`config.mk`:
```
export PLATFORM = sky130hd
export DESIGN_NAME = dense_mac_scheduler_flat
export DESIGN_NICKNAME = d
export VERILOG_FILES = /design/src/rtl/dense_mac_scheduler_if.sv /design/src/rtl/dense_mac_scheduler.sv /design/src/flat_wrapper.sv
export SDC_FILE = /design/constraint.sdc
export NUM_CORES = 1
export LEC_CHECK = 0
export BUFFER_PORTS_ARGS = -buffer_cell sky130_fd_sc_hd__buf_2
export CAP_MARGIN = 20
export CORE_MARGIN = 10
export CORE_UTILIZATION = 52
export CTS_CLUSTER_SIZE = 30
export DETAILED_ROUTE_END_ITERATION = 10
export GPL_TIMING_DRIVEN = 0
export PLACE_DENSITY_LB_ADDON = 0.12
export SYNTH_ARGS = -nofsm -noshare
export SYNTH_HDL_FRONTEND = slang
export SYNTH_SLANG_ARGS = --single-unit
```
`constraint.sdc`:
```
create_clock -name clk -period 7.7 [get_ports clk]
set_clock_uncertainty 0.2 [all_clocks]
set_input_delay 0.385 -clock clk [delete_from_list [all_inputs] [get_ports clk]]
set_output_delay 0.385 -clock clk [all_outputs]
set_load 0.005 [all_outputs]
```
`src/rtl/dense_mac_scheduler_if.sv`:
```
// Handshake and data bundle for dense_mac_scheduler: one input-vector channel
// and one result-vector channel, plus a busy indicator.
interface dense_mac_scheduler_if #(
  parameter int WIDTH       = 8,
  parameter int INPUT_SIZE  = 8,
  parameter int OUTPUT_SIZE = 5
);
  logic                    in_valid;
  logic                    in_ready;
  logic signed [WIDTH-1:0] input_data [0:INPUT_SIZE-1];
  logic                    out_valid;
  logic                    out_ready;
  logic signed [WIDTH-1:0] output_data [0:OUTPUT_SIZE-1];
  logic                    busy;

  modport master (
    output in_valid, input_data, out_ready,
    input  in_ready, out_valid, output_data, busy
  );

  modport slave (
    input  in_valid, input_data, out_ready,
    output in_ready, out_valid, output_data, busy
  );
endinterface

```
`src/rtl/dense_mac_scheduler.sv`:
```
// Fully connected layer y = relu(sat(W^T x + b)) evaluated with a single
// time-shared multiplier, one product per MAC cycle, one WRITE per output.
module dense_mac_scheduler #(
  parameter int WIDTH       = 8,
  parameter int NFRAC       = 0,
  parameter int INPUT_SIZE  = 8,
  parameter int OUTPUT_SIZE = 5,
  parameter logic signed [WIDTH-1:0] WEIGHTS [0:INPUT_SIZE-1][0:OUTPUT_SIZE-1] = '{
    '{1, 0, 0, 0, 0},
    '{0, 1, 0, 0, 0},
    '{0, 0, 1, 0, 0},
    '{0, 0, 0, 1, 0},
    '{0, 0, 0, 0, 1},
    '{0, 0, 0, 0, 0},
    '{0, 0, 0, 0, 0},
    '{0, 0, 0, 0, 0}
  },
  parameter logic signed [WIDTH-1:0] BIAS [0:OUTPUT_SIZE-1] = '{default: '0},
  parameter int RELU = 1
) (
  input  logic                  clk,
  input  logic                  reset,
  dense_mac_scheduler_if.slave  io
);

  localparam int ACC_W = 2*WIDTH + $clog2(INPUT_SIZE) + 1;
  localparam int IW    = (INPUT_SIZE  > 1) ? $clog2(INPUT_SIZE)  : 1;
  localparam int JW    = (OUTPUT_SIZE > 1) ? $clog2(OUTPUT_SIZE) : 1;
  localparam logic [IW-1:0] I_LAST = IW'(INPUT_SIZE - 1);
  localparam logic [JW-1:0] J_LAST = JW'(OUTPUT_SIZE - 1);
  localparam logic signed [ACC_W-1:0] MAXV = $signed({{(ACC_W-WIDTH+1){1'b0}}, {(WIDTH-1){1'b1}}});
  localparam logic signed [ACC_W-1:0] MINV = $signed({{(ACC_W-WIDTH+1){1'b1}}, {(WIDTH-1){1'b0}}});

  typedef enum logic [1:0] {IDLE, MAC, WRITE, DONE} state_t;

  state_t                  state_q, state_d;
  logic [IW-1:0]           i_q;
  logic [JW-1:0]           j_q;
  logic signed [ACC_W-1:0] acc_q;
  logic signed [WIDTH-1:0] x_q   [0:INPUT_SIZE-1];
  logic signed [WIDTH-1:0] res_q [0:OUTPUT_SIZE-1];
  logic signed [2*WIDTH-1:0] prod;
  logic signed [WIDTH-1:0] wr_val;

  // Bias is pre-scaled into the accumulator's fixed-point frame.
  function automatic logic signed [ACC_W-1:0] bias_acc(input logic [JW-1:0] j);
    return ACC_W'(BIAS[j]) <<< NFRAC;
  endfunction

  // Arithmetic shift floors toward -inf; ReLU then clamp to the output range.
  function automatic logic signed [WIDTH-1:0] sat_relu(input logic signed [ACC_W-1:0] a);
    logic signed [ACC_W-1:0] s;
    s = a >>> NFRAC;
    if (RELU != 0 && s < 0) return '0;
    if (s > MAXV) return MAXV[WIDTH-1:0];
    if (s < MINV) return MINV[WIDTH-1:0];
    return s[WIDTH-1:0];
  endfunction

  assign prod   = (2*WIDTH)'(x_q[i_q]) * (2*WIDTH)'(WEIGHTS[i_q][j_q]);
  assign wr_val = sat_relu(acc_q);

  always_comb begin
    state_d      = state_q;
    io.in_ready  = (state_q == IDLE);
    io.out_valid = (state_q == DONE);
    io.busy      = (state_q != IDLE);
    case (state_q)
      IDLE:    if (io.in_valid) state_d = MAC;
      MAC:     if (i_q == I_LAST) state_d = WRITE;
      WRITE:   state_d = (j_q == J_LAST) ? DONE : MAC;
      DONE:    if (io.out_ready) state_d = IDLE;
      default: state_d = IDLE;
    endcase
  end

  always_ff @(posedge clk) begin
    if (reset) begin
      state_q <= IDLE;
      i_q     <= '0;
      j_q     <= '0;
      acc_q   <= '0;
      for (int k = 0; k < OUTPUT_SIZE; k++) begin
        res_q[k]          <= '0;
        io.output_data[k] <= '0;
      end
    end else begin
      state_q <= state_d;
      case (state_q)
        IDLE: if (io.in_valid) begin
          i_q   <= '0;
          j_q   <= '0;
          acc_q <= bias_acc('0);
        end
        MAC: begin
          acc_q <= acc_q + ACC_W'(prod);
          if (i_q != I_LAST) i_q <= i_q + 1'b1;
        end
        WRITE: begin
          res_q[j_q] <= wr_val;
          // The last WRITE publishes the whole vector, including the value just formed.
          if (j_q == J_LAST) begin
            for (int k = 0; k < OUTPUT_SIZE; k++)
              io.output_data[k] <= (JW'(k) == j_q) ? wr_val : res_q[k];
          end else begin
            j_q   <= j_q + 1'b1;
            i_q   <= '0;
            acc_q <= bias_acc(j_q + 1'b1);
          end
        end
        default: ;
      endcase
    end
  end

  // Operand capture carries no reset; it is only read after an accept.
  always_ff @(posedge clk) begin
    if (state_q == IDLE && io.in_valid) x_q <= io.input_data;
  end

endmodule

```
`src/flat_wrapper.sv`:
```
// flat-port wrapper written by rule: the top's interface ports become plain ports
module dense_mac_scheduler_flat 
#(
  parameter int WIDTH       = 8,
  parameter int NFRAC       = 0,
  parameter int INPUT_SIZE  = 8,
  parameter int OUTPUT_SIZE = 5,
  parameter logic signed [WIDTH-1:0] WEIGHTS [0:INPUT_SIZE-1][0:OUTPUT_SIZE-1] = '{
    '{1, 0, 0, 0, 0},
    '{0, 1, 0, 0, 0},
    '{0, 0, 1, 0, 0},
    '{0, 0, 0, 1, 0},
    '{0, 0, 0, 0, 1},
    '{0, 0, 0, 0, 0},
    '{0, 0, 0, 0, 0},
    '{0, 0, 0, 0, 0}
  },
  parameter logic signed [WIDTH-1:0] BIAS [0:OUTPUT_SIZE-1] = '{default: '0},
  parameter int RELU = 1
)
  (clk, reset, io_in_valid, io_input_data, io_out_ready, io_in_ready, io_out_valid, io_output_data, io_busy);
  dense_mac_scheduler_if #(.WIDTH(WIDTH), .INPUT_SIZE(INPUT_SIZE), .OUTPUT_SIZE(OUTPUT_SIZE)) io_i ();
  input  logic clk;
  input  logic reset;
  input wire logic [$bits(io_i.in_valid)-1:0] io_in_valid;
  input wire logic [$bits(io_i.input_data)-1:0] io_input_data;
  input wire logic [$bits(io_i.out_ready)-1:0] io_out_ready;
  output wire logic [$bits(io_i.in_ready)-1:0] io_in_ready;
  output wire logic [$bits(io_i.out_valid)-1:0] io_out_valid;
  output wire logic [$bits(io_i.output_data)-1:0] io_output_data;
  output wire logic [$bits(io_i.busy)-1:0] io_busy;
  assign io_i.in_valid = io_in_valid;
  assign io_i.input_data = {>>{io_input_data}};
  assign io_i.out_ready = io_out_ready;
  assign io_in_ready = io_i.in_ready;
  assign io_out_valid = io_i.out_valid;
  assign io_output_data = {>>{io_i.output_data}};
  assign io_busy = io_i.busy;
  dense_mac_scheduler #(.WIDTH(WIDTH), .NFRAC(NFRAC), .INPUT_SIZE(INPUT_SIZE), .OUTPUT_SIZE(OUTPUT_SIZE), .WEIGHTS(WEIGHTS), .BIAS(BIAS), .RELU(RELU)) u_core (.clk(clk), .reset(reset), .io(io_i));
endmodule
```
; ---- Word level (Yosys, flattened, before mapping)
; Memories as Yosys holds them, arrays and structs flattened. A register that Yosys moved wholly into a read port is not among the register bits.
; Index checks and enable logic that the tools add are counted.
[classes]
add_sub_neg = 3
mul = 1
n_lt_le_gt_ge = 6
eq_ne = 11
muxes = 44
bitwise = 3
reduce_logical = 11
[ops]
columns = cell, n
row1 = $mux W8, 13
row2 = $mux W40, 2
row3 = $pmux W20 S3, 1
row4 = $bmux W8 S3, 2
row5 = $mux W20, 2
row6 = $add A20 B16 Y20, 1
row7 = $gt A20 B8 Y1 const B, 1
row8 = $lt A20 B1 Y1 const B, 1
row9 = $lt A20 B8 Y1 const B, 1
row10 = $mul A8 B8 Y16, 1
row11 = $mux W3, 5
row12 = $ge A4 B4 Y1 const B, 3
row13 = $mux W1, 12
row14 = $not A3 Y4, 3
row15 = $pmux W3 S3, 1
row16 = $reduce_and A3 Y1, 3
row17 = $mux W2, 4
row18 = $pmux W2 S4, 1
row19 = $reduce_or A8 Y1, 1
row20 = $add A3 B1 Y3 const B, 2
row21 = $eq A3 B3 Y1 const B, 2
row22 = $ne A2 B2 Y1 const B, 3
row23 = $pmux W3 S2, 1
row24 = $eq A2 B2 Y1 const B, 2
row25 = 9 further kinds, 11
[word_totals]
register_bits = 92
ramBits = 40
rom_bits = 384
in_bits = 68
out_inout_bits = 43
word_cells = 94
n_memories = 3
[memory_table]
columns = name, depth, word_bits, read_ports, rd_clocked_by_memory_dff, wr, line
row1 = (no name shown), 8, 40, 1, 0, 0, dense_mac_scheduler.sv:60  ; assign prod = (2*WIDTH)'(x_q[i_q]) * (2*WIDTH)'(WEIGHTS[i_q][j_q]);
row2 = (no name shown), 8, 8, 1, 0, 0, dense_mac_scheduler.sv:47  ; return ACC_W'(BIAS[j]) <<< NFRAC;
row3 = u_core.res_q, 5, 8, 5, 5, 5, dense_mac_scheduler.sv:41  ; logic signed [WIDTH-1:0] res_q [0:OUTPUT_SIZE-1];

; ---- Depth between registers and ports, before layout
[logic_depth]
word_depth = 10
mapped_depth = 21
ltp_nobuf = 19

; ---- Worst setup path after synthesis
; Ideal clock, no wire load.
[synth_timing]
path_kind = reg2reg
from = register u_core.i_q[1]
to = register u_core.acc_q[14]
setup_ps = 122
arrival_time_ps = 4487
t_required_ps = 7378
setup_slack_ps = 2891
stages_incl_launch_ff = 22
path_buffers = 2
synth_period_minus_slack_ps = 4809
path_cell_list = dfxtp_1 buf_2 buf_1 inv_1 ha_1 a22oi_1 o22ai_2 a21oi_4 a21oi_1 ha_1 ha_1 ha_1 ha_1 ha_1 fa_1 a21o_1 a21oi_1 o21bai_1 a21oi_1 and2_1 xor2_1 o21ai_1
[synth_via]
elab_chain_cells = 10
elab_cells_between_ends = 13
cone_classes = add/sub: 1 / mul: 1 / mux: 9 / bitwise: 1 / memory: 1
[synth_rtl]
columns = item, line
row1 = "start, declared", dense_mac_scheduler.sv:37  ; logic [IW-1:0] i_q;
row2 = "start signal, assigned", dense_mac_scheduler.sv:97  ; if (i_q != I_LAST) i_q <= i_q + 1'b1;
row3 = $not A3 Y4 (not written as such) *, dense_mac_scheduler.sv:60
row4 = $mem_v2 Z8 W40, n/a
row5 = $mux W40 (not written as such) (2 in a row), dense_mac_scheduler.sv:60
row6 = $bmux W8 S3, dense_mac_scheduler.sv:60
row7 = $mux W8 (not written as such) (2 in a row), dense_mac_scheduler.sv:60
row8 = $mul A8 B8 Y16 *, dense_mac_scheduler.sv:60
row9 = $add A20 B16 Y20 *, dense_mac_scheduler.sv:96  ; acc_q <= acc_q + ACC_W'(prod);
row10 = $pmux W20 S3 *, dense_mac_scheduler.sv:89  ; case (state_q)
row11 = "end signal, assigned", dense_mac_scheduler.sv:93  ; acc_q <= bias_acc('0);
row12 = "end signal, assigned", dense_mac_scheduler.sv:96
row13 = "end signal, assigned", dense_mac_scheduler.sv:108  ; acc_q <= bias_acc(j_q + 1'b1);
row14 = "end, declared", dense_mac_scheduler.sv:39  ; logic signed [ACC_W-1:0] acc_q;
; Mark *: on every way between the ends. The rest lies on a longest branch, timed or not. The select of a mux whose other input is x is not followed.
; A chain may end at the register's enable or synchronous reset.

; ---- Worst setup path in the final report
; Ends and elaborated chain as after synthesis.

==> impl_metrics.json <==
{
  "synthFlopType": "edfxtp_1",
  "combPwrFrac_pct": 19.8,
  "cp.arrival_ns": 5.69,
  "tns_ns": 0,
  "min-delay-path-class": "primary input to flip-flop",
  "num_rows": 44,
  "drtAntennaViolNets": 0,
  "cts_buffers": 17,
  "syn_area_per_cell_sq_um": 11.6,
  "rr_startpoint": "u_core.i_q[1]$_SDFFE_PP0P_",
  "cellPowerDensity_nw_per_um2": 224,
  "period_needed_ns": 5.59,
  "placed_cells_incl_taps": 971,
  "seq_area_frac_synth_pct": 54.2,
  "post_cts_buffers": 0,
  "synthArstFlopShare_pct": 0,
  "clock_path_buffers": 2,
  "clock-sinks": 164,
  "hold_viol_final": 0,
  "p_sw_share_pct": 28.3,
  "start_util_pct": 53.5,
  "yosys_warnings": 0,
  "setup_viol": 0,
  "synth_top_area_share_pct": 36.8,
  "grt_pass1_vias": 5907,
  "rsz0062_at_grt": "no",
  "finalCritPeriodShare_pct": 72.6,
  "clkLatencyLatePin_ns": 0.42,
  "wl_per_cell_um": 16.6,
  "grt_pass1_wl_um": 28900,
  "syn_area_sq_um": 7840,
  "switchingPower_w": 0.000622,
  "fin_nets": 1028,
  "drive_gt1_share_pct": 19.5,
  "fin_total_pwr_w": 0.00220,
  "die_w_um": 143,
  "cap_violations": 0,
  "multi_input_area_sq_um": 3440,
  "htreeDepth": 4,
  "leakage_nw": 4.15,
  "crit_start": "u_core.i_q[1]$_SDFFE_PP0P_",
  "hpwl_um": 12300,
  "n_fill_cell": 1078,
  "hold_start": "io_in_valid",
  "ios": 111,
  "dieArea_sq_um": 20400,
  "reg2regPathDepth": 21,
  "synth-seq-cells": 164,
  "track_usage_pct": 17.7,
  "io_buffers": 109,
  "gr-total-overflow": 0,
  "cts-root-buf": "clkbuf_16",
  "cp-start-kind": "flip-flop",
  "yosysTopAreaCell": "edfxtp_1",
  "hold_depth": 4,
  "synthCells": 674,
  "routed_wl_um": 17700,
  "p_clk_share_pct": 34.8,
  "synthTopCellsByArea": "edfxtp_1 (37%), dfxtp_1 (17%), ha_1 (14%)",
  "tightestPinTransition_ns": 0.768,
  "fmax_ghz": 0.179,
  "drc": 0,
  "grt_max_degree": 45,
  "synth_edf_count": 96,
  "ys_types": 53,
  "timing.slew.headroom_pct": 48.7,
  "gp_congestion": 0.829,
  "required_ns": 7.80,
  "yosysMostFrequentCell": "edfxtp_1",
  "p_int_w": 0.00158,
  "cp_max_fo": 10,
  "core_area_sq_um": 14600,
  "area_delta_synth_final_pct": 25.4,
  "n_antenna_cell": 0,
  "antenna_found_initial": 0,
  "end_kind": "flip-flop",
  "regArea_sq_um": 4240,
  "num_vias": 5737,
  "cts-resized-gates": 0,
  "synthTopCellsByCount": "edfxtp_1 (96), ha_1 (87), nand2_1 (84)",
  "path_clk_slew_ns": 0.06,
  "drt-pass1-iter-count": 5,
  "via_per_inst": 5.37,
  "outcome": "finished, final reports clean",
  "tritoncts": "built",
  "dieHeight_um": 143,
  "critical_path_class": "flip-flop to flip-flop",
  "vdd_drop_max_mv": 0.175,
  "p_seq_share_pct": 45.4,
  "report.final.slew_viol_count": 0,
  "final_cells": 1068,
  "drt_iter0_drc": 294
}
==> kinds of logic (layout without fill, tap and decap cells) <==
group | after synthesis | after routing | share of synthesized area (%)
buffers and inverters | 39 | 246 | 2.06
and+or+nand+nor | 226 | 226 | 12.9
AOI/OAI and AO/OA | 122 | 122 | 9.69
DFF | 164 | 164 | 54.2
adders and majority gates | 89 | 89 | 14.4
other | 1 | 4 | 0.0478
xor gates and xnor gates | 15 | 15 | 1.85
muxes | 18 | 18 | 4.95
==> final cells by class <==
class,count,area share [%]
Sequential cell,164,43.2
Multi-Input combinational cell,474,35.1
Timing Repair Buffer,175,12.4
Clock buffer,19,4.41
Tap cell,184,2.34
Buffer,28,1.22
Clock inverter,13,0.968
Inverter,11,0.420
==> placed cells by master, fill, tap and decap left out, drive strengths merged, types with 5 or more instances in the layout <==
cell / n
o21ai: 12
o21bai: 8
and2: 5
ha: 87
nand2b: 17
a21oi: 62
xor2: 7
edfxtp: 96
xnor2: 7
nand2: 84
nand3: 17
nor2: 77
inv: 17
buf: 119
dlygate4sd3: 65
a31oi: 8
nor3: 6
a22oi: 14
mux4: 16
dfxtp: 68
clkbuf: 38
==> timing repair <==
item,CTS,global route
endpoints found under the setup margin,0,0
hold buffers,65,0
hold endpoints to repair,65,0
==> metal layers <==
metal | vias to the layer above | GRT usage, % | share of wire, %
met5 | - | 0 | 0
li1 | 2843 | - | -
met1 | 2704 | 20.7 | 42
met2 | 166 | 30.3 | 50
met3 | 24 | 5.27 | 6.2
met4 | 0 | 6.41 | 1.7
==> worst paths after layout <==
check	end	slack, ns
setup / recovery	u_core.acc_q[14]$_SDFFE_PP0P_	2.11
hold / removal	u_core.j_q[1]$_SDFFE_PP0P_	0.24
setup reg to reg	u_core.acc_q[14]$_SDFFE_PP0P_	2.11
hold reg to reg	io_output_data[29]$_SDFFE_PP0P_	0.25
==> critical path, stage by stage (launching register included) <==
cell and delay [ns]:
dfxtp_1 0.36, buf_2 0.24, buf_1 0.49, inv_1 0.15, ha_1 0.24, a22oi_1 0.20
o22ai_2 0.12, a21oi_4 0.31, a21oi_1 0.08, ha_1 0.29, ha_1 0.29, ha_1 0.30
ha_1 0.31, ha_1 0.24, fa_1 0.41, a21o_1 0.20, a21oi_1 0.22, o21bai_1 0.12
a21oi_1 0.23, and2_1 0.22, xor2_1 0.17, o21ai_1 0.07
==> stage by stage <==
| step | instance area [sq um] | utilization (%) | hold slack, ns | setup slack, ns |
|---|---|---|---|---|
| floorplan | 7850 | - | 0.242 | 2.89 |
| global placement | 8620 | 58.9 | 0.239 | 2.18 |
| detailed placement | 8650 | 59.0 | 0.245 | 2.09 |
| CTS | 9820 | 67.1 | 0.218 | 2.07 |
| global route | 9820 | 67.1 | 0.246 | 1.70 |
| finish | 9820 | 67.1 | 0.244 | 2.11 |
==> power by group through the flow <==
stage | logic (W) | registers [W] | clock network (W)
finish | 0.000435 | 0.000998 | 0.000765
global placement | 0.000393 | 0.00102 | 0
floorplan | 0.000288 | 0.00101 | 0
detailed placement | 0.000409 | 0.00102 | 0
global route | 0.000491 | 0.00100 | 0.000815
CTS | 0.000438 | 0.000998 | 0.000770
==> flip-flops by register name, summed over array words and instances (netlist names) <==
| register | flops |
|---|---|
| u_core.j_q | 3 |
| u_core.acc_q | 20 |
| u_core.i_q | 3 |
| u_core.state_q | 2 |
| u_core.x_q | 64 |
| io_output_data | 40 |
| u_core.res_q | 32 |
Power figures use the tool's default switching activity.
